$ cat src/rtl/sliced_oai_pkg.sv
// Shared constants and per-group bit functions for the sliced INV/OAI222 pipeline.
package sliced_oai_pkg;

  localparam int GROUP_W = 4;

  function automatic logic [GROUP_W-1:0] oai_group(input logic [GROUP_W-1:0] a4,
                                                   input logic [GROUP_W-1:0] b4);
    logic [GROUP_W-1:0] c4;
    c4[0] = ~a4[0];
    c4[1] = ~b4[0];
    c4[2] = ~b4[1];
    c4[3] = ~((a4[1] | a4[2]) & (b4[1] | b4[2]) & (a4[3] | b4[3]));
    return c4;
  endfunction

  function automatic logic [GROUP_W-1:0] bypass_group(input logic [GROUP_W-1:0] a4,
                                                      input logic [GROUP_W-1:0] b4);
    return a4 ^ b4;
  endfunction

endpackage

$ cat src/rtl/sliced_oai_lane.sv
// One combinational lane: INV/OAI222 per 4-bit group, XOR in bypass, zero when disabled.
module sliced_oai_lane
  import sliced_oai_pkg::*;
#(
  parameter int SLICE_W = 12
) (
  input  logic [SLICE_W-1:0] a,
  input  logic [SLICE_W-1:0] b,
  input  logic               en,
  input  logic               bypass,
  output logic [SLICE_W-1:0] c
);

  always_comb begin
    c = '0;
    if (en) begin
      for (int g = 0; g < SLICE_W / GROUP_W; g++) begin
        if (bypass)
          c[g*GROUP_W +: GROUP_W] = bypass_group(a[g*GROUP_W +: GROUP_W], b[g*GROUP_W +: GROUP_W]);
        else
          c[g*GROUP_W +: GROUP_W] = oai_group(a[g*GROUP_W +: GROUP_W], b[g*GROUP_W +: GROUP_W]);
      end
    end
  end

endmodule

$ cat src/rtl/sliced_oai_pipe.sv
// Two-stage valid/ready pipeline around NUM_SLICES sliced_oai_lane instances,
// with an output-handshake counter.
module sliced_oai_pipe
  import sliced_oai_pkg::*;
#(
  parameter int NUM_SLICES = 3,
  parameter int SLICE_W    = 12,
  parameter int BUS_W      = 41,
  parameter int CNT_W      = 16
) (
  input  logic                  clk,
  input  logic                  rst,
  input  logic                  in_valid,
  output logic                  in_ready,
  input  logic [BUS_W-1:0]      in_a,
  input  logic [BUS_W-1:0]      in_b,
  input  logic [NUM_SLICES-1:0] in_slice_en,
  input  logic                  in_bypass,
  output logic                  out_valid,
  input  logic                  out_ready,
  output logic [BUS_W-1:0]      out_c,
  output logic [CNT_W-1:0]      xfer_cnt
);

  localparam int LANE_BITS = NUM_SLICES * SLICE_W;

  if (SLICE_W % GROUP_W != 0) begin : g_bad_slice_w
    $error("SLICE_W must be a multiple of 4");
  end
  if (BUS_W < LANE_BITS) begin : g_bad_bus_w
    $error("BUS_W must be >= NUM_SLICES*SLICE_W");
  end

  logic                  s1_valid, s2_valid;
  logic [LANE_BITS-1:0]  s1_a, s1_b, s2_c, c_lanes;
  logic [NUM_SLICES-1:0] s1_en;
  logic                  s1_bypass;
  logic [CNT_W-1:0]      cnt_q;
  logic                  s1_adv, s2_adv;

  assign s2_adv   = !s2_valid || out_ready;
  assign s1_adv   = !s1_valid || s2_adv;
  assign in_ready = s1_adv;

  for (genvar i = 0; i < NUM_SLICES; i++) begin : g_lane
    sliced_oai_lane #(.SLICE_W(SLICE_W)) u_lane (
      .a      (s1_a[i*SLICE_W +: SLICE_W]),
      .b      (s1_b[i*SLICE_W +: SLICE_W]),
      .en     (s1_en[i]),
      .bypass (s1_bypass),
      .c      (c_lanes[i*SLICE_W +: SLICE_W])
    );
  end

  // Spare operand bits never reach the result.
  if (BUS_W > LANE_BITS) begin : g_spare
    logic unused_spare;
    assign unused_spare = ^{in_a[BUS_W-1:LANE_BITS], in_b[BUS_W-1:LANE_BITS]};
  end

  always_ff @(posedge clk or posedge rst) begin
    if (rst) begin
      s1_valid  <= 1'b0;
      s1_a      <= '0;
      s1_b      <= '0;
      s1_en     <= '0;
      s1_bypass <= 1'b0;
    end else if (s1_adv) begin
      s1_valid <= in_valid;
      if (in_valid) begin
        s1_a      <= in_a[LANE_BITS-1:0];
        s1_b      <= in_b[LANE_BITS-1:0];
        s1_en     <= in_slice_en;
        s1_bypass <= in_bypass;
      end
    end
  end

  always_ff @(posedge clk or posedge rst) begin
    if (rst) begin
      s2_valid <= 1'b0;
      s2_c     <= '0;
    end else if (s2_adv) begin
      s2_valid <= s1_valid;
      if (s1_valid) s2_c <= c_lanes;
    end
  end

  always_ff @(posedge clk or posedge rst) begin
    if (rst)
      cnt_q <= '0;
    else if (s2_valid && out_ready)
      cnt_q <= cnt_q + CNT_W'(1);
  end

  assign out_valid = s2_valid;
  assign out_c     = BUS_W'(s2_c);
  assign xfer_cnt  = cnt_q;

endmodule
$ cat config.mk
export PLATFORM = sky130hd
export DESIGN_NAME = sliced_oai_pipe
export DESIGN_NICKNAME = d
export VERILOG_FILES = /design/src/rtl/sliced_oai_pkg.sv /design/src/rtl/sliced_oai_lane.sv /design/src/rtl/sliced_oai_pipe.sv
export SDC_FILE = /design/constraint.sdc
export NUM_CORES = 1
export LEC_CHECK = 0
export CORE_MARGIN = 4
export CORE_UTILIZATION = 53
export CTS_CLUSTER_DIAMETER = 80
export DETAILED_ROUTE_END_ITERATION = 10
export GPL_ROUTABILITY_DRIVEN = 0
export PLACE_DENSITY_LB_ADDON = 0.25
export SLEW_MARGIN = 30
export SYNTH_ARGS = -nofsm -noshare
export SYNTH_HDL_FRONTEND = slang
export SYNTH_SLANG_ARGS = --single-unit
$ cat constraint.sdc
create_clock -name clk -period 8.2 [get_ports clk]
set_clock_uncertainty 0.15 [all_clocks]
set_input_delay 2.05 -clock clk [delete_from_list [all_inputs] [get_ports clk]]
set_output_delay 2.05 -clock clk [all_outputs]
set_load 0.01 [all_outputs]
=== Word level (Yosys, flattened, before mapping) ===
Index checks and enable logic that the tools add are counted.

* Register bits after elaboration: 130
* Input bits: 90

* Add/sub/neg operators: 1
* Reduce and logical (&&, ||, !) cells: 7
* Muxes and demuxes: 12
* Bitwise logic cells: 90

{| class="wikitable"
|+ Operator list
! cell !! number
|-
| 2-to-1 mux 12 bit || 3
|-
| 2-to-1 mux 4 bit || 9
|-
| NOT 1 bit || 36
|-
| bitwise XOR 4 bit || 9
|-
| bitwise OR 1 bit || 27
|-
| AND 1 bit || 18
|-
| adder 16 x 1 -> 16 bit (second input constant) || 1
|-
| AND reduction 2 bit || 2
|-
| zero test 1 bit || 2
|-
| logical OR 1 bit || 2
|-
| logical AND 1 bit || 1
|}

=== Longest topological paths before layout ===
Gate-level depths: netlist of the first run.

* Depth in word-level cells: 6
* Mapped depth: 6
* Gate-level depth less buffers: 6

=== Hierarchy ===
A second synthesis of the first run with hierarchy kept.

* Cell total of the unflattened synthesis: 479
* Area, all modules: 6088.3 µm²

{| class="wikitable"
|+ By module, submodules not included
! module !! cells an instance !! times used !! sequential area each (µm²) !! area an instance (µm²)
|-
| sliced_oai_pipe || 308 || 1 || 3253.1 || 4981.0
|-
| sliced_oai_lane || 57 || 3 || 0.0 || 369.1
|}

=== Worst setup path before layout of the first run ===
OpenSTA, ideal clock, no wires.

* Kind: input-to-output
* Start: input out_ready
* End: output in_ready
* Setup slack: 3.713 ns
* Arrival: 2.287 ns
* Buffers on the path: 0
* Stages on the path: 1
* Cells stage by stage: nand3b_2

* Longest elaborated chain between the ends: 2

{| class="wikitable"
|+ Ends and longest elaborated chain
! element !! RTL line !! text
|-
| start: declaration || sliced_oai_pipe.sv:20 || <nowiki>input logic out_ready,</nowiki>
|-
| logical OR 1 bit || sliced_oai_pipe.sv:41 || <nowiki>assign s2_adv = !s2_valid || out_ready;</nowiki>
|-
| logical OR 1 bit || sliced_oai_pipe.sv:42 || <nowiki>assign s1_adv = !s1_valid || s2_adv;</nowiki>
|-
| end: declaration || sliced_oai_pipe.sv:14 || <nowiki>output logic in_ready,</nowiki>
|}

Every way passes these cells.

=== Final worst setup path of the first run ===
Same ends and word-level chain as after synthesis.

==> qor.json, run 1 <==
{
  "outcome": {"value": "complete, no violations"},
  "synth_top_flop_cell": {"value": "dfrtp_1"},
  "detail_route.wirelength": {"value": 12700, "unit": "µm"},
  "cp.arrival": {"value": 3420, "unit": "ps"},
  "final_period_demand_of_the_worst_path": {"value": 5620, "unit": "ps"},
  "synthesis.yosys.warnings": {"value": 0},
  "critical_path.slowest_cell": {"value": "clkdlybuf4s50_1"},
  "antenna_found_initial": {"value": 0},
  "asyncSetResetFlopFracSynth": {"value": 1.00},
  "worst_setup_path_start_kind": {"value": "input port"},
  "max_cap_viol_count": {"value": 0},
  "syn_inst": {"value": 467},
  "post_drt_via_cell_ratio": {"value": 5.37},
  "ys_types": {"value": 28},
  "timing_hold_violations_final": {"value": 0},
  "maximum_number_of_pins_on_one_net_before_global_route_repair": {"value": 69},
  "holdPathStages": {"value": 1},
  "switching_share": {"value": 0.261},
  "area_growth": {"value": 33.9, "unit": "%"},
  "cts_tree": {"value": "yes"},
  "finish.net_count": {"value": 698},
  "cts.sink_count": {"value": 130},
  "internal_power": {"value": 1.59, "unit": "mW"},
  "holdCritPathClass": {"value": "reg2reg"},
  "die_ar": {"value": 13000, "unit": "µm²"},
  "die_height": {"value": 114, "unit": "µm"},
  "worstPathCellList": {"value": "clkdlybuf4s50_1 -> nand3b_2 -> clkdlybuf4s50_1"},
  "vdd.ir_drop.worst": {"value": 188, "unit": "µV"},
  "grt_overflow_total": {"value": 0},
  "critPathKind": {"value": "in2out"},
  "synth.cell_area": {"value": 5950, "unit": "µm²"},
  "synth-seq-cells": {"value": 130},
  "core_footprint": {"value": 10900, "unit": "µm²"},
  "cp_data_required_time": {"value": 6000, "unit": "ps"},
  "clkTransAtPathRegs": {"value": 60, "unit": "ps"},
  "die_x": {"value": 114, "unit": "µm"},
  "edff_count_synth": {"value": 0},
  "final.fill_count": {"value": 747},
  "max_slew_margin": {"value": 0.392},
  "synth_area_leaders": {"value": "dfrtp_1, mux2_4, mux2_2, a22o_1, xor2_1"},
  "postSynthAreaPerCell": {"value": 12.7, "unit": "µm²"},
  "report.final.setup_viol": {"value": 0},
  "diodes_inserted": {"value": 0},
  "drc_errors": {"value": 0},
  "cellPowerDensity": {"value": 270, "unit": "nW/µm²"},
  "cts_htree_levels": {"value": 4},
  "clk-insertion-delay-late": {"value": 510, "unit": "ps"},
  "postCtsSetupBuffers": {"value": 0},
  "final-max-slew-violation-count": {"value": 0},
  "post_cts_hold_buffer_count": {"value": 0},
  "groute.usage.overall": {"value": 0.204},
  "synth.top_cell.area_share": {"value": 0.547},
  "detailed_place_hpwl": {"value": 8520, "unit": "µm"},
  "critPathCaptureType": {"value": "output port"},
  "cp_common_cell": {"value": "clkdlybuf4s50_1"},
  "yosysSeqAreaShare": {"value": 0.547},
  "antenna_left": {"value": 0},
  "ctsLongestPathBuffers": {"value": 2},
  "postCtsResizedCells": {"value": 0},
  "combinationalPowerShare": {"value": 0.221},
  "drt_iter0_drc": {"value": 160},
  "cts_buffers": {"value": 17},
  "pwr-share-clk": {"value": 0.375},
  "net_switching_power_figure": {"value": 562, "unit": "µW"},
  "post_drt_wl_per_cell": {"value": 17.0, "unit": "µm"},
  "most-common-layout-cells": {"value": "clkdlybuf4s50_1, dfrtp_1, mux2_4"},
  "layout_commonest_cell": {"value": "clkdlybuf4s50_1"},
  "dr_total_vias": {"value": 4035},
  "rsz0062_at_grt": {"value": "false"},
  "wire_length_of_the_first_global_routing_pass": {"value": 20900, "unit": "µm"},
  "yosys.area.top_type": {"value": "dfrtp_1"},
  "report.power.total": {"value": 2.15, "unit": "mW"},
  "root_buffer": {"value": "clkbuf_8"},
  "number_of_i_o_pins": {"value": 149},
  "fin_crit_sh": {"value": 0.685},
  "delay_contributed_by_the_slowest_stage_of_the_critical_path": {"value": 590, "unit": "ps"},
  "initial_core_utilization": {"value": 0.546},
  "number_of_global_route_vias_before_repair": {"value": 4147},
  "fraction_of_layout_cells_with_a_size_suffix_above_1": {"value": 0.185},
  "timing.critical_path.fanout_max": {"value": 6},
  "seq_power_share": {"value": 0.404},
  "drt-pass1-iter-count": {"value": 6},
  "fp-row-count": {"value": 38},
  "fmaxAchievable": {"value": 0.178, "unit": "GHz"},
  "numPortBuffers": {"value": 133},
  "worst_r2r_path_depth": {"value": 4},
  "leakage_power_of_the_design": {"value": 3.62, "unit": "nW"},
  "totalNegativeSetupSlack": {"value": 0, "unit": "ps"},
  "worst_pin_slew": {"value": 909, "unit": "ps"}
}
## worst max-delay path: cells and delay by family
family	cells	cell delay, ps
buffers and inverters	2	1150
AND/OR/NAND/NOR	1	210
## metal layers
layer / up-vias / wire (µm) / global-route usage
li1: 1877 / - / -
met1: 2043 / 5450 / 0.261
met4: 0 / 72 / 0.0546
met2: 107 / 6530 / 0.344
met3: 8 / 695 / 0.0562
met5: - / 0 / 0
## stage by stage
step | util | cell area, µm² | worst slack [ps] | cells | hold slack (ps)
global route | 0.731 | 7960 | 2530 | 751 | 348
floorplan | - | 5960 | 2530 | 471 | 329
CTS | 0.731 | 7960 | 2590 | 751 | 327
detailed placement | 0.673 | 7330 | 2590 | 719 | 315
global placement | 0.673 | 7330 | 2590 | 719 | 312
finish | 0.731 | 7960 | 2580 | 751 | 322
## power groups by stage
stage,combinational (mW),sequential [mW],clock (mW)
after global routing,0.519,0.887,0.848
final,0.475,0.870,0.806
after floorplan,0.263,0.868,0
after detailed placement,0.478,0.876,0
after global placement,0.463,0.871,0
after CTS,0.483,0.868,0.817
## state kept, by name, indices dropped and copies added, names as in the netlist
register,count
xfer_cnt,16
s1_bypass,1
out_valid,1
s1_a,36
s1_b,36
s1_en,3
s1_valid,1
s2_c,36
## kinds of logic (layout without fill, tap and decap cells)
kind of cell	after synthesis	after routing	synth area share
multiplexers	77	77	0.171
flip-flops	130	130	0.547
other	1	5	0.000631
XOR/XNOR	42	42	0.0619
AND/OR/NAND/NOR	98	98	0.0819
adder cells (fa/ha/maj)	10	10	0.0210
AO/OA/AOI/OAI	63	63	0.0758
buffers and inverters	46	186	0.0406
## synth_stat cells (2+ instances only)
master    instances
ha_1             10
nand2b_1         12
nand4_1           4
nor2b_1           9
dfrtp_1         130
xor2_1           26
buf_4             5
mux2_4           40
xnor2_1          16
a22o_1           27
mux2_2           37
o221ai_1          9
nand3_1          14
nand2_1          34
buf_6             5
o21ai_0          26
and3_1            5
nor3_1            2
nor2_1           14
buf_2            10
inv_1            19
clkbuf_1          7
## final timing paths
kind                              start            to  slack, ps
max                           out_ready      in_ready       2580
min                        xfer_cnt[15]  xfer_cnt[15]        320
max reg2reg                   out_valid      s1_a[33]       5710
min reg2reg                xfer_cnt[15]  xfer_cnt[15]        320
max in group asynchronous           rst     s1_bypass       4750
min in group asynchronous           rst       s2_c[4]       1850
## layout make-up
class                   count  area [µm²]  share of cell area
repair buffers            135        1350               0.169
flip-flops and latches    130        3260               0.409
well taps                 140         175              0.0220
clock inverters             9         178              0.0223
multi-input cells         295        2470               0.311
clock buffers              23         457              0.0574
inverters                  19        76.3             0.00959
Note: power is estimated with default switching activity, not from simulation.
==> run 2: changes to the inputs <==
Settings changed: CORE_UTILIZATION 53 to 45.
Clock period 8.2 ns to 5.04 ns, I/O delays scaled along.
==> qor.json, run 2 (same netlist as run 1, synthesis figures left out) <==
{
  "final-max-slew-violation-count": {"value": 0, "change": "unchanged"},
  "vdd.ir_drop.worst": {"value": 189, "unit": "µV", "change": "+0.82%"},
  "holdCritPathClass": {"value": "reg2reg"},
  "timing.rr.start": {"value": "s1_valid"},
  "max_slew_margin": {"value": 0.450, "change": "+0.0578"},
  "cts_htree_levels": {"value": 4, "change": "unchanged"},
  "root_buffer": {"value": "clkbuf_16"},
  "maximum_number_of_pins_on_one_net_before_global_route_repair": {"value": 67, "change": "-2.9%"},
  "numPortBuffers": {"value": 133, "change": "unchanged"},
  "outcome": {"value": "complete, no violations"},
  "ctsLongestPathBuffers": {"value": 2, "change": "unchanged"},
  "number_of_global_route_vias_before_repair": {"value": 4048, "change": "-2.4%"},
  "drt-pass1-iter-count": {"value": 6, "change": "unchanged"},
  "cts_tree": {"value": "yes"},
  "clk-insertion-delay-late": {"value": 420, "unit": "ps", "change": "-90 ps"},
  "final_period_demand_of_the_worst_path": {"value": 4060, "unit": "ps"},
  "postCtsResizedCells": {"value": 0, "change": "unchanged"},
  "core_footprint": {"value": 12800, "unit": "µm²", "change": "+17%"},
  "layout_commonest_cell": {"value": "clkdlybuf4s50_1"},
  "reg_top3": {"value": "s1_a (36), s1_b (36), s2_c (36)"},
  "fin_crit_sh": {"value": 0.806},
  "cp.arrival": {"value": 2650, "unit": "ps", "change": "-770 ps"},
  "fp-row-count": {"value": 41, "change": "+7.9%"},
  "groute.usage.overall": {"value": 0.178, "change": "-0.0263"},
  "clkTransAtPathRegs": {"value": 60, "unit": "ps", "change": "about the same"},
  "post_place_setup_slack": {"value": 995, "unit": "ps", "change": "-1590 ps"},
  "worst_setup_path_start_kind": {"value": "input port"},
  "worst_r2r_path_depth": {"value": 4, "change": "unchanged"},
  "die_ar": {"value": 15100, "unit": "µm²", "change": "+16%"},
  "number_of_i_o_pins": {"value": 149, "change": "unchanged"},
  "timing.reg2reg.setup_slack": {"value": 2890, "unit": "ps", "change": "-2820 ps"},
  "initial_core_utilization": {"value": 0.465, "change": "-0.0806"},
  "timing.critical_path.fanout_max": {"value": 6, "change": "unchanged"},
  "detailed_place_hpwl": {"value": 8550, "unit": "µm", "change": "+0.27%"},
  "launch_point_of_the_worst_path": {"value": "out_ready"},
  "postCtsSetupBuffers": {"value": 0, "change": "unchanged"},
  "detail_route.wirelength": {"value": 12500, "unit": "µm", "change": "-1.7%"},
  "post_drt_via_cell_ratio": {"value": 5.01, "change": "-6.7%"},
  "holdPathStages": {"value": 1, "change": "unchanged"},
  "cellPowerDensity": {"value": 440, "unit": "nW/µm²", "change": "+63%"},
  "report.final.setup_viol": {"value": 0, "change": "unchanged"},
  "wire_length_of_the_first_global_routing_pass": {"value": 20600, "unit": "µm", "change": "-1.6%"},
  "post_cts_hold_buffer_count": {"value": 0, "change": "unchanged"},
  "final_critical_path_setup_slack": {"value": 976, "unit": "ps", "change": "-1610 ps"},
  "placed_cell_area": {"value": 7400, "unit": "µm²", "change": "+0.96%"},
  "drc_errors": {"value": 0, "change": "unchanged"},
  "die_x": {"value": 123, "unit": "µm", "change": "+7.9%"},
  "diodes_inserted": {"value": 0, "change": "unchanged"},
  "die_height": {"value": 123, "unit": "µm", "change": "+7.9%"},
  "critPathCaptureType": {"value": "output port"},
  "max_cap_viol_count": {"value": 0, "change": "unchanged"},
  "dr_total_vias": {"value": 3928, "change": "-2.7%"},
  "finish.net_count": {"value": 699, "change": "+0.14%"},
  "post_drt_wl_per_cell": {"value": 16.0, "unit": "µm", "change": "-5.9%"},
  "cts_buffers": {"value": 17, "change": "unchanged"},
  "grt_overflow_total": {"value": 0, "change": "unchanged"},
  "final_cell_area": {"value": 8070, "unit": "µm²", "change": "+1.3%"},
  "timing.hold.worst_endpoint": {"value": "xfer_cnt[15]"},
  "worst_pin_slew": {"value": 826, "unit": "ps", "change": "-83.5 ps"},
  "area_growth": {"value": 35.6, "unit": "%"},
  "critPathKind": {"value": "in2out"},
  "totalNegativeSetupSlack": {"value": 0, "unit": "ps", "change": "unchanged"},
  "rsz0062_at_grt": {"value": "false"},
  "antenna_found_initial": {"value": 0, "change": "unchanged"},
  "timing_hold_violations_final": {"value": 0, "change": "unchanged"},
  "leakage_power_of_the_design": {"value": 3.65, "unit": "nW", "change": "+0.92%"},
  "cp_data_required_time": {"value": 3630, "unit": "ps", "change": "-2370 ps"},
  "fmaxAchievable": {"value": 0.246, "unit": "GHz"},
  "final.fill_count": {"value": 1019, "change": "+36%"},
  "fraction_of_layout_cells_with_a_size_suffix_above_1": {"value": 0.191, "change": "+0.00623"},
  "antenna_left": {"value": 0, "change": "unchanged"},
  "r2r_end": {"value": "s1_a[27]"},
  "start_point_of_the_worst_hold_path": {"value": "xfer_cnt[15]"},
  "drt_iter0_drc": {"value": 188, "change": "+18%"},
  "cts.sink_count": {"value": 130, "change": "unchanged"},
  "most-common-layout-cells": {"value": "clkdlybuf4s50_1, dfrtp_1, mux2_4"}
}
[run 2: stage by stage]
stage	instances	power [mW]	hold slack, ps	utilization
finish	784	3.55	325	0.631
global route	784	3.73	356	0.631
CTS	784	3.58	330	0.631
detailed placement	752	2.20	319	0.579
global placement	752	2.18	314	0.579
floorplan	471	1.84	329	-
[run 2: metal layers]
layer  vias to the layer above  GRT usage  part of all wire
li1                       1871          -                 -
met4                         0     0.0693             0.018
met5                         -          0                 0
met2                       113      0.269              0.46
met3                        20     0.0522             0.056
met1                      1924      0.242              0.47
[run 2: layout make-up]
| class | instances | area, µm² | area share |
|---|---|---|---|
| flip-flops and latches | 130 | 3260 | 0.404 |
| multi-input cells | 295 | 2480 | 0.307 |
| repair buffers | 136 | 1380 | 0.171 |
| clock buffers | 22 | 484 | 0.0600 |
| well taps | 172 | 215 | 0.0267 |
| clock inverters | 10 | 178 | 0.0220 |
| inverters | 19 | 73.8 | 0.00915 |
[run 2: worst max-delay path by stage]
stage	endpoint	slack, ps	cells after the start
after global routing	in_ready	930	3
after CTS	in_ready	980	3
after floorplan	out_valid	160	1
after global placement	in_ready	990	3
after detailed placement	in_ready	1000	3
final	in_ready	980	3
[run 2: critical path, stage by stage]
cell	delay (ps)
clkdlybuf4s50_1	590
nand3b_2	220
clkdlybuf4s50_1	590
[run 2: power breakdown]
part,internal (mW),leakage [nW],switching (mW)
Sequential,1.23,1.59,0.183
Combinational,0.475,1.74,0.290
Clock,0.926,0.326,0.438
Total,2.63,3.65,0.911
